## config.mk

```make
export PLATFORM = sky130hd
export DESIGN_NAME = qspi_rom_arbiter
export DESIGN_NICKNAME = d
export VERILOG_FILES = /design/src/rtl/atari_qspi_pkg.sv /design/src/rtl/qspi_nibble_seq.sv /design/src/rtl/qspi_rom_arbiter.sv
export SDC_FILE = /design/constraint.sdc
export NUM_CORES = 1
export LEC_CHECK = 0
export BUFFER_PORTS_ARGS = -buffer_cell sky130_fd_sc_hd__buf_2
export CAP_MARGIN = 20
export CORE_ASPECT_RATIO = 0.8
export CORE_MARGIN = 1.5
export CORE_UTILIZATION = 40
export DETAILED_ROUTE_END_ITERATION = 12
export HOLD_SLACK_MARGIN = 0.05
export PLACE_DENSITY_LB_ADDON = 0.08
export SLEW_MARGIN = 15
export SYNTH_ARGS = -nofsm -noshare
export SYNTH_HDL_FRONTEND = slang
export SYNTH_SLANG_ARGS = --single-unit
```

## constraint.sdc

```tcl
create_clock -name clk -period 4.1 [get_ports clk]
set_input_delay 0.82 -clock clk [delete_from_list [all_inputs] [get_ports clk]]
set_output_delay 0.82 -clock clk [all_outputs]
set_load 0.005 [all_outputs]
```

## src/rtl/atari_qspi_pkg.sv

```systemverilog
// Shared types and constants for the QSPI cartridge ROM controller.
package atari_qspi_pkg;

  typedef enum logic [2:0] {
    ST_IDLE,
    ST_CMD,
    ST_ADDR,
    ST_DUMMY,
    ST_DATA,
    ST_DONE
  } state_t;

  typedef enum logic {
    PORT_CPU,
    PORT_AUX
  } port_t;

  localparam int CMD_NIBBLES  = 2;
  localparam int ADDR_NIBBLES = 6;
  localparam int DATA_NIBBLES = 2;

  localparam logic [7:0] CMD_DEFAULT = 8'hEB;

  // Flash address is the ROM window base plus the request offset; the sum
  // deliberately wraps at 24 bits so a high base can alias low flash.
  function automatic logic [23:0] flash_addr(input logic [23:0] base,
                                             input logic [23:0] offs);
    return base + offs;
  endfunction

endpackage

```

## src/rtl/qspi_nibble_seq.sv

```systemverilog
// Nibble-level sequencer: two clk cycles per nibble (sclk low, then high),
// a per-state nibble counter and the command/address shift register.
module qspi_nibble_seq (
  input  logic        clk,
  input  logic        rst_n,
  input  logic        run,
  input  logic        load,
  input  logic [31:0] load_word,
  input  logic        shift_en,
  input  logic [3:0]  last_idx,
  output logic        sclk,
  output logic [3:0]  spi_out,
  output logic        nibble_done,
  output logic        seq_last
);

  logic        phase;
  logic [3:0]  nib_cnt;
  logic [31:0] shreg;

  assign nibble_done = run & phase;
  assign seq_last    = nibble_done & (nib_cnt == last_idx);
  assign sclk        = phase;
  assign spi_out     = shreg[31:28];

  // Phase toggles every cycle while a transaction runs; counter restarts per state.
  always_ff @(posedge clk or negedge rst_n) begin
    if (!rst_n) begin
      phase   <= 1'b0;
      nib_cnt <= 4'd0;
    end else if (!run) begin
      phase   <= 1'b0;
      nib_cnt <= 4'd0;
    end else begin
      phase <= ~phase;
      if (seq_last) begin
        nib_cnt <= 4'd0;
      end else if (nibble_done) begin
        nib_cnt <= nib_cnt + 4'd1;
      end
    end
  end

  // Command+address word, MSB nibble first; zero fill keeps spi_out quiet afterwards.
  always_ff @(posedge clk or negedge rst_n) begin
    if (!rst_n) begin
      shreg <= 32'h0;
    end else if (load) begin
      shreg <= load_word;
    end else if (nibble_done && shift_en) begin
      shreg <= {shreg[27:0], 4'h0};
    end
  end

endmodule

```

## src/rtl/qspi_rom_arbiter.sv

```systemverilog
// Two-port round-robin arbiter and quad-mode read FSM for the QSPI cartridge ROM.
module qspi_rom_arbiter
  import atari_qspi_pkg::*;
#(
  parameter int          ADDR_W   = 13,
  parameter logic [23:0] ROM_BASE = 24'h000000,
  parameter logic [7:0]  CMD      = CMD_DEFAULT,
  parameter int          DUMMY    = 4
) (
  input  logic              clk,
  input  logic              rst_n,
  input  logic              cpu_req,
  input  logic [ADDR_W-1:0] cpu_addr,
  output logic              cpu_ack,
  input  logic              aux_req,
  input  logic [ADDR_W-1:0] aux_addr,
  output logic              aux_ack,
  output logic [7:0]        rdata,
  output logic              busy,
  output logic              spi_select,
  output logic              spi_sclk,
  output logic [3:0]        spi_out,
  output logic [3:0]        spi_oe,
  input  logic [3:0]        spi_in
);

  state_t      state;
  state_t      state_nxt;
  port_t       last_grant;
  logic        grant_cpu;
  logic        grant_any;
  logic [31:0] load_word;
  logic        seq_run;
  logic        seq_shift;
  logic [3:0]  seq_last_idx;
  logic        nibble_done;
  logic        seq_last;

  // On a tie the port that did not win last time is served.
  assign grant_cpu = cpu_req & (~aux_req | (last_grant == PORT_AUX));
  assign grant_any = (state == ST_IDLE) & (cpu_req | aux_req);
  assign load_word = {CMD, flash_addr(ROM_BASE,
                                      grant_cpu ? 24'(cpu_addr) : 24'(aux_addr))};
  assign busy      = (state != ST_IDLE);

  qspi_nibble_seq u_seq (
    .clk         (clk),
    .rst_n       (rst_n),
    .run         (seq_run),
    .load        (grant_any),
    .load_word   (load_word),
    .shift_en    (seq_shift),
    .last_idx    (seq_last_idx),
    .sclk        (spi_sclk),
    .spi_out     (spi_out),
    .nibble_done (nibble_done),
    .seq_last    (seq_last)
  );

  // State register; reset aborts any transaction in flight.
  always_ff @(posedge clk or negedge rst_n) begin
    if (!rst_n) begin
      state <= ST_IDLE;
    end else begin
      state <= state_nxt;
    end
  end

  // Grant latch; doubles as the round-robin history.
  always_ff @(posedge clk or negedge rst_n) begin
    if (!rst_n) begin
      last_grant <= PORT_AUX;
    end else if (grant_any) begin
      last_grant <= grant_cpu ? PORT_CPU : PORT_AUX;
    end
  end

  // Read byte assembled high nibble first at the end of each DATA nibble.
  always_ff @(posedge clk or negedge rst_n) begin
    if (!rst_n) begin
      rdata <= 8'h00;
    end else if (state == ST_DATA && nibble_done) begin
      rdata <= {rdata[3:0], spi_in};
    end
  end

  // Next-state logic and per-state bus controls.
  always_comb begin
    state_nxt    = state;
    seq_run      = 1'b0;
    seq_shift    = 1'b0;
    seq_last_idx = 4'd0;
    spi_oe       = 4'h0;
    spi_select   = 1'b1;
    cpu_ack      = 1'b0;
    aux_ack      = 1'b0;
    case (state)
      ST_IDLE: begin
        if (grant_any) state_nxt = ST_CMD;
      end
      ST_CMD: begin
        seq_run      = 1'b1;
        seq_shift    = 1'b1;
        seq_last_idx = 4'(CMD_NIBBLES - 1);
        spi_oe       = 4'hF;
        spi_select   = 1'b0;
        if (seq_last) state_nxt = ST_ADDR;
      end
      ST_ADDR: begin
        seq_run      = 1'b1;
        seq_shift    = 1'b1;
        seq_last_idx = 4'(ADDR_NIBBLES - 1);
        spi_oe       = 4'hF;
        spi_select   = 1'b0;
        if (seq_last) state_nxt = (DUMMY == 0) ? ST_DATA : ST_DUMMY;
      end
      ST_DUMMY: begin
        seq_run      = 1'b1;
        seq_last_idx = 4'(DUMMY - 1);
        spi_select   = 1'b0;
        if (seq_last) state_nxt = ST_DATA;
      end
      ST_DATA: begin
        seq_run      = 1'b1;
        seq_last_idx = 4'(DATA_NIBBLES - 1);
        spi_select   = 1'b0;
        if (seq_last) state_nxt = ST_DONE;
      end
      ST_DONE: begin
        cpu_ack   = (last_grant == PORT_CPU);
        aux_ack   = (last_grant == PORT_AUX);
        state_nxt = ST_IDLE;
      end
      default: state_nxt = ST_IDLE;
    endcase
  end

endmodule

```

# Word-level counts from Yosys, hierarchy flattened
# Cells that the tools add are included.
[op_classes]
n_addsub = 1
eq_ne = 12
mux = 21
bitwise = 9
reduce_logical = 9
[ops]
columns = ["op", "n"]
rows = [
  ["32-bit two-way mux", 2],
  ["4-bit two-way mux", 4],
  ["3-bit two-way mux", 5],
  ["3-bit case mux with 5 select lines", 1],
  ["13-bit two-way mux", 1],
  ["2-bit != test (second input constant)", 5],
  ["3-bit case mux with 3 select lines", 1],
  ["1-bit two-way mux", 7],
  ["3-bit by 2-bit equality test with 1-bit output (second input constant)", 2],
  ["3-bit equality test (second input constant)", 2],
  ["5-bit AND reduction", 1],
  ["4-bit by 1-bit adder with 4-bit output (second input constant)", 1],
  ["1-bit bitwise AND", 4],
  ["4-bit by 3-bit equality test with 1-bit output", 1],
  ["2-bit OR reduction", 2],
  ["4-bit OR reduction", 1],
  ["3-bit by 1-bit equality test with 1-bit output (second input constant)", 1],
  ["3-bit logical NOT", 1],
  ["3-bit != test (second input constant)", 1],
  ["1-bit NOT", 3],
  ["3-bit nonzero test", 1],
  ["1-bit logical AND", 2],
  ["1-bit bitwise OR", 2],
  ["2-bit nonzero test", 1],
]
[totals]
regBits = 49
input_bits = 34
output_inout_bits = 21

# Logic depth before layout (Yosys ltp)
# Gate-level depths: netlist of the first run.
[logic_depth]
word_depth = 7
depth_mapped = 8

# Modules after synthesis
# A second synthesis of the first run with hierarchy kept.
[unflattened]
cells_unflattened = 250
area_unflattened_um2 = 2622.5
[by_module_without_submodules]
columns = ["module", "n_inst", "cells_per_inst", "area_per_inst_um2", "seq_area_each_um2"]
rows = [
  ["qspi_nibble_seq", 1, 173, 1784.2, 925.9],
  ["qspi_rom_arbiter", 1, 77, 838.3, 301.5],
]

# Worst setup path after synthesis of the first run
# OpenSTA, ideal clock, no wires.
[synth_timing]
kind = "reg2out"
startpoint = "reg state[2]"
endpoint = "out spi_select"
t_arrival_ns = 1.113
required_time_ns = 3.280
setup_slack_ns = 2.167
path_stages_with_launch = 5
cell_sequence = "dfrtp_1 > buf_6 > or3_4 > buf_6 > nand2_1"
[synth_via]
elab_chain_cells = 3
word_cells_on_any_way = 6
[synth_lines]
columns = ["item", "line_no", "rtl"]
rows = [
  ["from (decl)", "qspi_rom_arbiter.sv:27", "state_t state;"],
  ["from (signal assigned)", "qspi_rom_arbiter.sv:65", "state <= state_nxt;"],
  ["3-bit equality test, or another cell as far along", "qspi_rom_arbiter.sv:97", "case (state)"],
  ["4-bit OR reduction (no line) *", "--", ""],
  ["1-bit two-way mux *", "qspi_rom_arbiter.sv:97", ""],
  ["to (decl)", "qspi_rom_arbiter.sv:20", "output logic spi_select,"],
]
# Every way passes the cells marked *; elsewhere a longest branch is shown, timed or not.

# Worst setup path after layout of the first run
# Same ends and word-level chain as after synthesis.

==> run metrics, run 1 <==
area grow syn2layout 12.6%; core area 0.00597 sq mm; Top FF cell, synth dfrtp_1; Max FO, Critical Path 9; Starting DRT DRC Count 87; sequential share of the synthesized area 49.1%; Worst-path clk slew 0.09 ns; Yosys top cell by area dfrtp_1; final setup vio count 0; delay-heaviest family, CP simple AND/OR/NAND/NOR gates; Area contributors post-synth dfrtp_1 (48%), mux2i_1 (12%), nand2_1 (5.7%); ant diodes 0; DRC viols 0; GR Overflow Total 0; Post-DP Area 0.00272 sq mm; final instance area 0.00282 sq mm; Initial DRT Pass Iterations 4; Die H 73.7 microns; post-CTS resize count 0; initial antenna violation count 0; leak pwr 0.00133 uW; CTS H-tree depth 2; GP Congestion 0.727; DPL Wire Length 3.15 mm; Vias/cell 4.81; setup total negative slack 0 ns; fillers 567; crit path DAT 1.63 ns; Worst Tran Pin Value 0.996 ns; worst hold-check path type input pin to asynchronous set/reset pin; die area 0.00674 sq mm; Syn Nets 270; Sink Count 49; Routed Antenna Nets 0; Final Hold Fails 0; CP max-delay cell dfrtp_1; asr flop ratio synth 100%; Rel. slew slack 33.6%; hold_ws 0.472 ns; Post-CTS Hold Fix Bufs 0; outcome finished, final reports clean; number of synthesized flops with an enable pin 0; CTS buffer count 5; number of global-route vias before repair 1,521; RSZ-0062 raised after global routing false; worst skew pair latency 0.30 ns; Final period util 59.7%; final core occ 47.1%; NetSw 739 uW; max-capacitance violation count 0; # IOs 55; clock network power share 15.9%; part of the power in registers 42.6%; CP startpoint kind flip-flop; final worst path period need 2.45 ns; Logic pwr share 41.5%; first-pass GRT wire length 7.25 mm; DIE WIDTH 91.4 microns; routed vias 1,718; Power Total 1940 uW; yosys synthesis warning count 0; Worst Path Buf+Inv 1; Critical Path RT 3.28 ns; Avg Inst Size Synth 10.6 sq um; Worst setup EP type primary output; largest net degree at the start of global routing 52; Slew Viols, Final 0; internal power 1200 uW; Detailed Route WL 4.46 mm; clk_skew 0.00577 ns; ordered list of cells on the worst path or3_4, nand2_1, buf_2; CTS tree built; pwr dens 688 mW/mm^2; Yosys top cell area share 48.0%; clk buf depth 2; Mapped Cells 235; fraction of layout cells with a size suffix above 1 31.2%; Initial Utilization 41.9%; peak supply drop 240 uV; Cell Rows 25; root buf cell clkbuf_8; register bit total from synthesis 49; f_max 408 MHz; synth unique cells 42; post-CTS setup buffer count 0; Setup CP Type flip-flop to primary output; CP peak stage delay 0.49 ns; synthesized area 0.00250 sq mm; Sw Ratio 38.1%; port bufs 54; Wirelength per Cell 12.5 microns; GRT Resource Usage Total 14.1%; NumNets Final 310
-- routing by layer --
layer	routed length, microns	global-route usage (%)	share of wire, %	vias up
met3	178	3.42	4.0	8
met2	1880	21.1	42	36
met4	72	5.73	1.6	0
met5	0	0	0	-
li1	-	-	-	873
met1	2320	19.6	52	801
-- layout by cell type, fill, tap and decap left out, types with 4 or more instances in the layout --
cell and instances:
nor2_1 14, clkbuf_8 7, mux2_2 9, o21ai_1 11, dfrtp_1 48, buf_2 54, nand2_1 38, o22ai_2 4
inv_1 4, mux2i_1 31, o21ai_0 10
-- state kept, by name, indices dropped and copies added (netlist names) --
signal and count:
rdata 8, u_seq.sclk 1, u_seq.shreg 32, state 3, last_grant 1, u_seq.nib_cnt 4
-- layout make-up --
class	count	area, sq um	share of cell area [%]
timing repair buffer	57	293	10.4
clock buffer	7	96.3	3.42
inverter	4	15.0	0.533
clock inverter	1	5.00	0.178
tap	81	101	3.60
multi-input combinational	158	1080	38.3
sequential	49	1230	43.6
-- power groups by stage --
stage | clock (uW) | combinational, uW | sequential [uW]
2_1_floorplan | 0 | 776 | 776
3_3_place_gp | 0 | 808 | 835
3_5_place_dp | 0 | 825 | 839
4_1_cts | 322 | 828 | 828
5_1_grt | 341 | 914 | 854
6_report | 308 | 806 | 825
-- cells in the mapped netlist (4+ instances only) --
library cell,count
dfrtp_1,48
nand2_1,38
mux2i_1,31
nor2_1,14
o21ai_1,11
buf_4,10
o21ai_0,10
mux2_2,9
buf_6,5
buf_2,4
clkbuf_1,4
inv_1,4
o22ai_2,4
-- worst reg2reg max path, stage by stage, from the launching register on --
cell	delay, ns
dfrtp_1	0.49
or3_4	0.45
nor2_2	0.73
mux2i_1	0.28
-- metrics by stage --
stage | setup WS, ns | cells
after global routing | 1.59 | 357
final | 1.65 | 357
after floorplan | 2.17 | 235
after global placement | 1.86 | 349
after CTS | 1.64 | 357
after detailed placement | 1.81 | 349
-- worst paths after layout --
check,end,slack [ns],depth (start not counted),start
worst min register to register,last_grant,0.48,2,last_grant
worst max-delay path,spi_select,1.65,3,state[2]
worst min-delay path,u_seq.nib_cnt[2],0.47,1,rst_n
max in group asynchronous,last_grant,2.84,2,rst_n
min in group clk,last_grant,0.48,2,last_grant
worst max register to register,u_seq.shreg[4],2.08,3,state[2]
-- cell families (layout without fill, tap and decap cells) --
group	after synthesis	count (layout)	share of synthesized area (%)
AND/OR/NAND/NOR	78	78	15.2
flip-flops	49	49	49.1
multiplexers	40	40	16.5
AO/OA/AOI/OAI	36	36	9.71
buffers and inverters	28	69	8.05
XOR/XNOR	3	3	1.05
adder cells (fa/ha/maj)	1	1	0.500
No activity file was read; power rests on OpenSTA's default activity.
==> run 2, diff against run 1 <==
Settings changed: ABC_AREA from default to 1.
Clock period 4.1 ns to 2 ns, I/O delays scaled along.
==> run metrics, run 2 <==
combinational family with the most area after synthesis compound AO/OA/AOI/OAI gates (was multiplexers); DIE WIDTH 93.3 microns (was 91.4 microns); Cell Rows 26 (was 25); reg-to-reg critical path endpoint u_seq.shreg[29] (was u_seq.shreg[4]); number of global-route vias before repair 1,753 (was 1,521); leading cell types in the layout, fill and taps excluded inv_1 (55), buf_2 (54), nand2_1 (46), dfrtp_1 (46), o21ai_2 (14) (was buf_2 (54), dfrtp_1 (48), nand2_1 (38)); Critical Path RT 1.60 ns (was 3.28 ns); port bufs 54 (unchanged); Top FF cell, synth dfrtp_1 (unchanged); part of the power in registers 36.7% (was 42.6%); clk_skew 0.00610 ns (was 0.00577 ns); first-pass GRT wire length 8.21 mm (was 7.25 mm); final worst path period need 1.84 ns; routed vias 1,855 (was 1,718); die area 0.00702 sq mm (was 0.00674 sq mm); register bit total from synthesis 49 (unchanged); f_max 543 MHz; setup total negative slack 0 ns (unchanged); GR Overflow Total 0 (unchanged); DPL Wire Length 3.31 mm (was 3.15 mm); synth unique cells 33 (was 42); largest registers u_seq.shreg: 32 flops, rdata: 8 flops, u_seq.nib_cnt: 4 flops (unchanged); Detailed Route WL 4.83 mm (was 4.46 mm); CTS buffer count 5 (unchanged); Routed Antenna Nets 0 (unchanged); sequential share of the synthesized area 47.1% (was 49.1%); core area 0.00634 sq mm (was 0.00597 sq mm); leak pwr 0.00149 uW (was 0.00133 uW); NumNets Final 362 (was 310); Power Total 4420 uW (was 1940 uW); initial antenna violation count 0 (unchanged); area grow syn2layout 15.2% (was 12.6%); outcome finished, final reports clean (unchanged); post-synthesis mux area share 3.45% (was 16.5%); internal power 2530 uW (was 1200 uW); peak supply drop 923 uV (was 240 uV); Syn Nets 312 (was 270); most common cell in the netlist inv_1 (was dfrtp_1); pre-CTS WS 0.270 ns (was 1.81 ns); NetSw 1890 uW (was 739 uW); number of synthesized flops with an enable pin 0 (unchanged); Sink Count 49 (unchanged); Worst Tran Pin Value 0.361 ns (was 0.996 ns); Reg2Reg Launch Point state[0] (was state[2]); crit path DAT 1.44 ns (was 1.63 ns); Wirelength per Cell 11.7 microns (was 12.5 microns); asr flop ratio synth 100% (unchanged); Sw Ratio 42.7% (was 38.1%); Setup WS post-layout 0.160 ns (was 1.65 ns); top post-synthesis cells by count inv_1 (56), dfrtp_1 (48), nand2_1 (46) (was dfrtp_1 (48), nand2_1 (38), mux2i_1 (31)); max-capacitance violation count 0 (unchanged); Post-Synth XOR/XNOR Area 0.336% (was 1.05%); CTS tree built (unchanged); Mapped Cells 277 (was 235); Yosys top cell by area dfrtp_1 (unchanged); worst skew pair latency 0.30 ns (about the same); yosys synthesis warning count 0 (unchanged); Reg with most FFs u_seq.shreg (unchanged); r2r setup slk 0.28 ns (was 2.08 ns); Vias/cell 4.50 (was 4.81); Slew Viols, Final 0 (unchanged); fillers 643 (was 567); Rel. slew slack 75.9% (was 33.6%); Yosys top cell area share 46.0% (was 48.0%); Synth Area in Compound Gates 19.4% (was 9.70%); post-synthesis adder-cell area fraction 0.480% (was 0.500%); Initial DRT Pass Iterations 4 (unchanged); largest net degree at the start of global routing 49 (was 52); CTS H-tree depth 2 (unchanged); Logic pwr share 50.0% (was 41.5%); ant diodes 0 (unchanged); root buf cell clkbuf_8 (unchanged); crit path from state[0] (was state[2]); clock network power share 13.4% (was 15.9%); Die H 75.2 microns (was 73.7 microns); Reg2Reg Depth 10 (was 3); Worst-path clk slew 0.09 ns (about the same); Final period util 92.0%; pwr dens 1470 mW/mm^2 (was 688 mW/mm^2); DRC viols 0 (unchanged); worst hold-check path type input pin to flip-flop (was input pin to asynchronous set/reset pin); Final Hold Fails 0 (unchanged); fraction of layout cells with a size suffix above 1 36.9% (was 31.2%); Setup CP Type flip-flop to primary output (unchanged); Max FO, Critical Path 8 (was 9); GP Congestion 0.767 (was 0.727); final setup vio count 0 (unchanged); Avg Inst Size Synth 9.42 sq um (was 10.6 sq um); Area contributors post-synth dfrtp_1 (46%), inv_1 (8.1%), nand2_1 (6.6%) (was dfrtp_1 (48%), mux2i_1 (12%), nand2_1 (5.7%)); # IOs 55 (unchanged); CP startpoint kind flip-flop (unchanged); simple-gate share of the synthesized area 14.8% (was 15.2%); synthesized area 0.00261 sq mm (was 0.00250 sq mm); GRT Resource Usage Total 14.8% (was 14.1%); Worst setup EP type primary output (unchanged); commonest non-fill, non-tap cell in the layout inv_1 (was buf_2); max FFs per register 32 (unchanged); Initial Utilization 41.1% (was 41.9%); Starting DRT DRC Count 100 (was 87); RSZ-0062 raised after global routing false (unchanged); end of the critical path spi_select (unchanged); clk buf depth 2 (unchanged)
run 2: cell count changes after synthesis, moves of 9 or more:
cell and change:
inv_1 +52, mux2i_1 -31, o21ai_2 +14, o211ai_1 +10, nand3_1 +9
run 2: stage by stage:
stage	util, %	cell area, sq um	hold WS (ns)	instances
global route	47.4	3010	0.320	412
CTS	47.1	2990	0.317	410
detailed placement	45.5	2890	0.204	401
floorplan	-	2610	0.104	277
global placement	45.5	2890	0.200	401
finish	47.4	3010	0.326	412
run 2: logic make-up (layout without fill, tap and decap cells):
kind of cell,after synthesis,count (layout)
multiplexers,8,8
buffers and inverters,76,127
adder cells (fa/ha/maj),1,1
flip-flops,49,49
AO/OA/AOI/OAI,62,62
XOR/XNOR,1,1
AND/OR/NAND/NOR,80,80
run 2: worst min-delay path by stage:
stage	startpoint	cells after the start	slack, ns	end
after floorplan	rst_n	0	0.10	rdata[0]
after global placement	rst_n	1	0.20	u_seq.shreg[3]
after detailed placement	rst_n	1	0.20	u_seq.shreg[3]
after CTS	spi_in[3]	2	0.32	rdata[3]
after global routing	spi_in[3]	2	0.32	rdata[3]
final	spi_in[3]	2	0.33	rdata[3]
run 2: metal layers:
metal / up-vias / global-route usage [%] / routed length [microns]
met5: - / 0 / 0
met2: 47 / 21.3 / 1910
li1: 979 / - / -
met4: 0 / 3.03 / 19
met3: 2 / 3.23 / 246
met1: 827 / 22.6 / 2650
run 2: timing repair:
item | in CTS | in global routing
gates resized for setup | 0 | 3
hold buffers | 1 | 0
setup endpoints to repair | 0 | 1
hold endpoints to repair | 1 | 0
buffers inserted | 0 | 2
run 2: final cells by class:
cell class | instances | area (sq um) | area share [%]
clock buffer | 5 | 68.8 | 2.29
clock inverter | 3 | 21.3 | 0.708
inverter | 59 | 234 | 7.79
multi-input combinational | 152 | 1000 | 33.4
sequential | 49 | 1230 | 40.9
tap | 84 | 105 | 3.50
timing repair buffer | 60 | 343 | 11.4
run 2: power groups by stage:
stage                     combinational [uW]  sequential [uW]  clock [uW]
after floorplan                         1900             1590           0
after global placement                  2160             1630           0
after detailed placement                2200             1640           0
after CTS                               2200             1620         623
after global routing                    2520             1670         652
final                                   2210             1620         592
run 2: worst max-delay path, stage by stage (launching register included):
cell and delay, ns:
dfrtp_2 0.48, nor2_4 0.15, nand2_1 0.09, nand2_1 0.09, inv_1 0.04, nand2_1 0.12, inv_1 0.05, buf_2 0.12
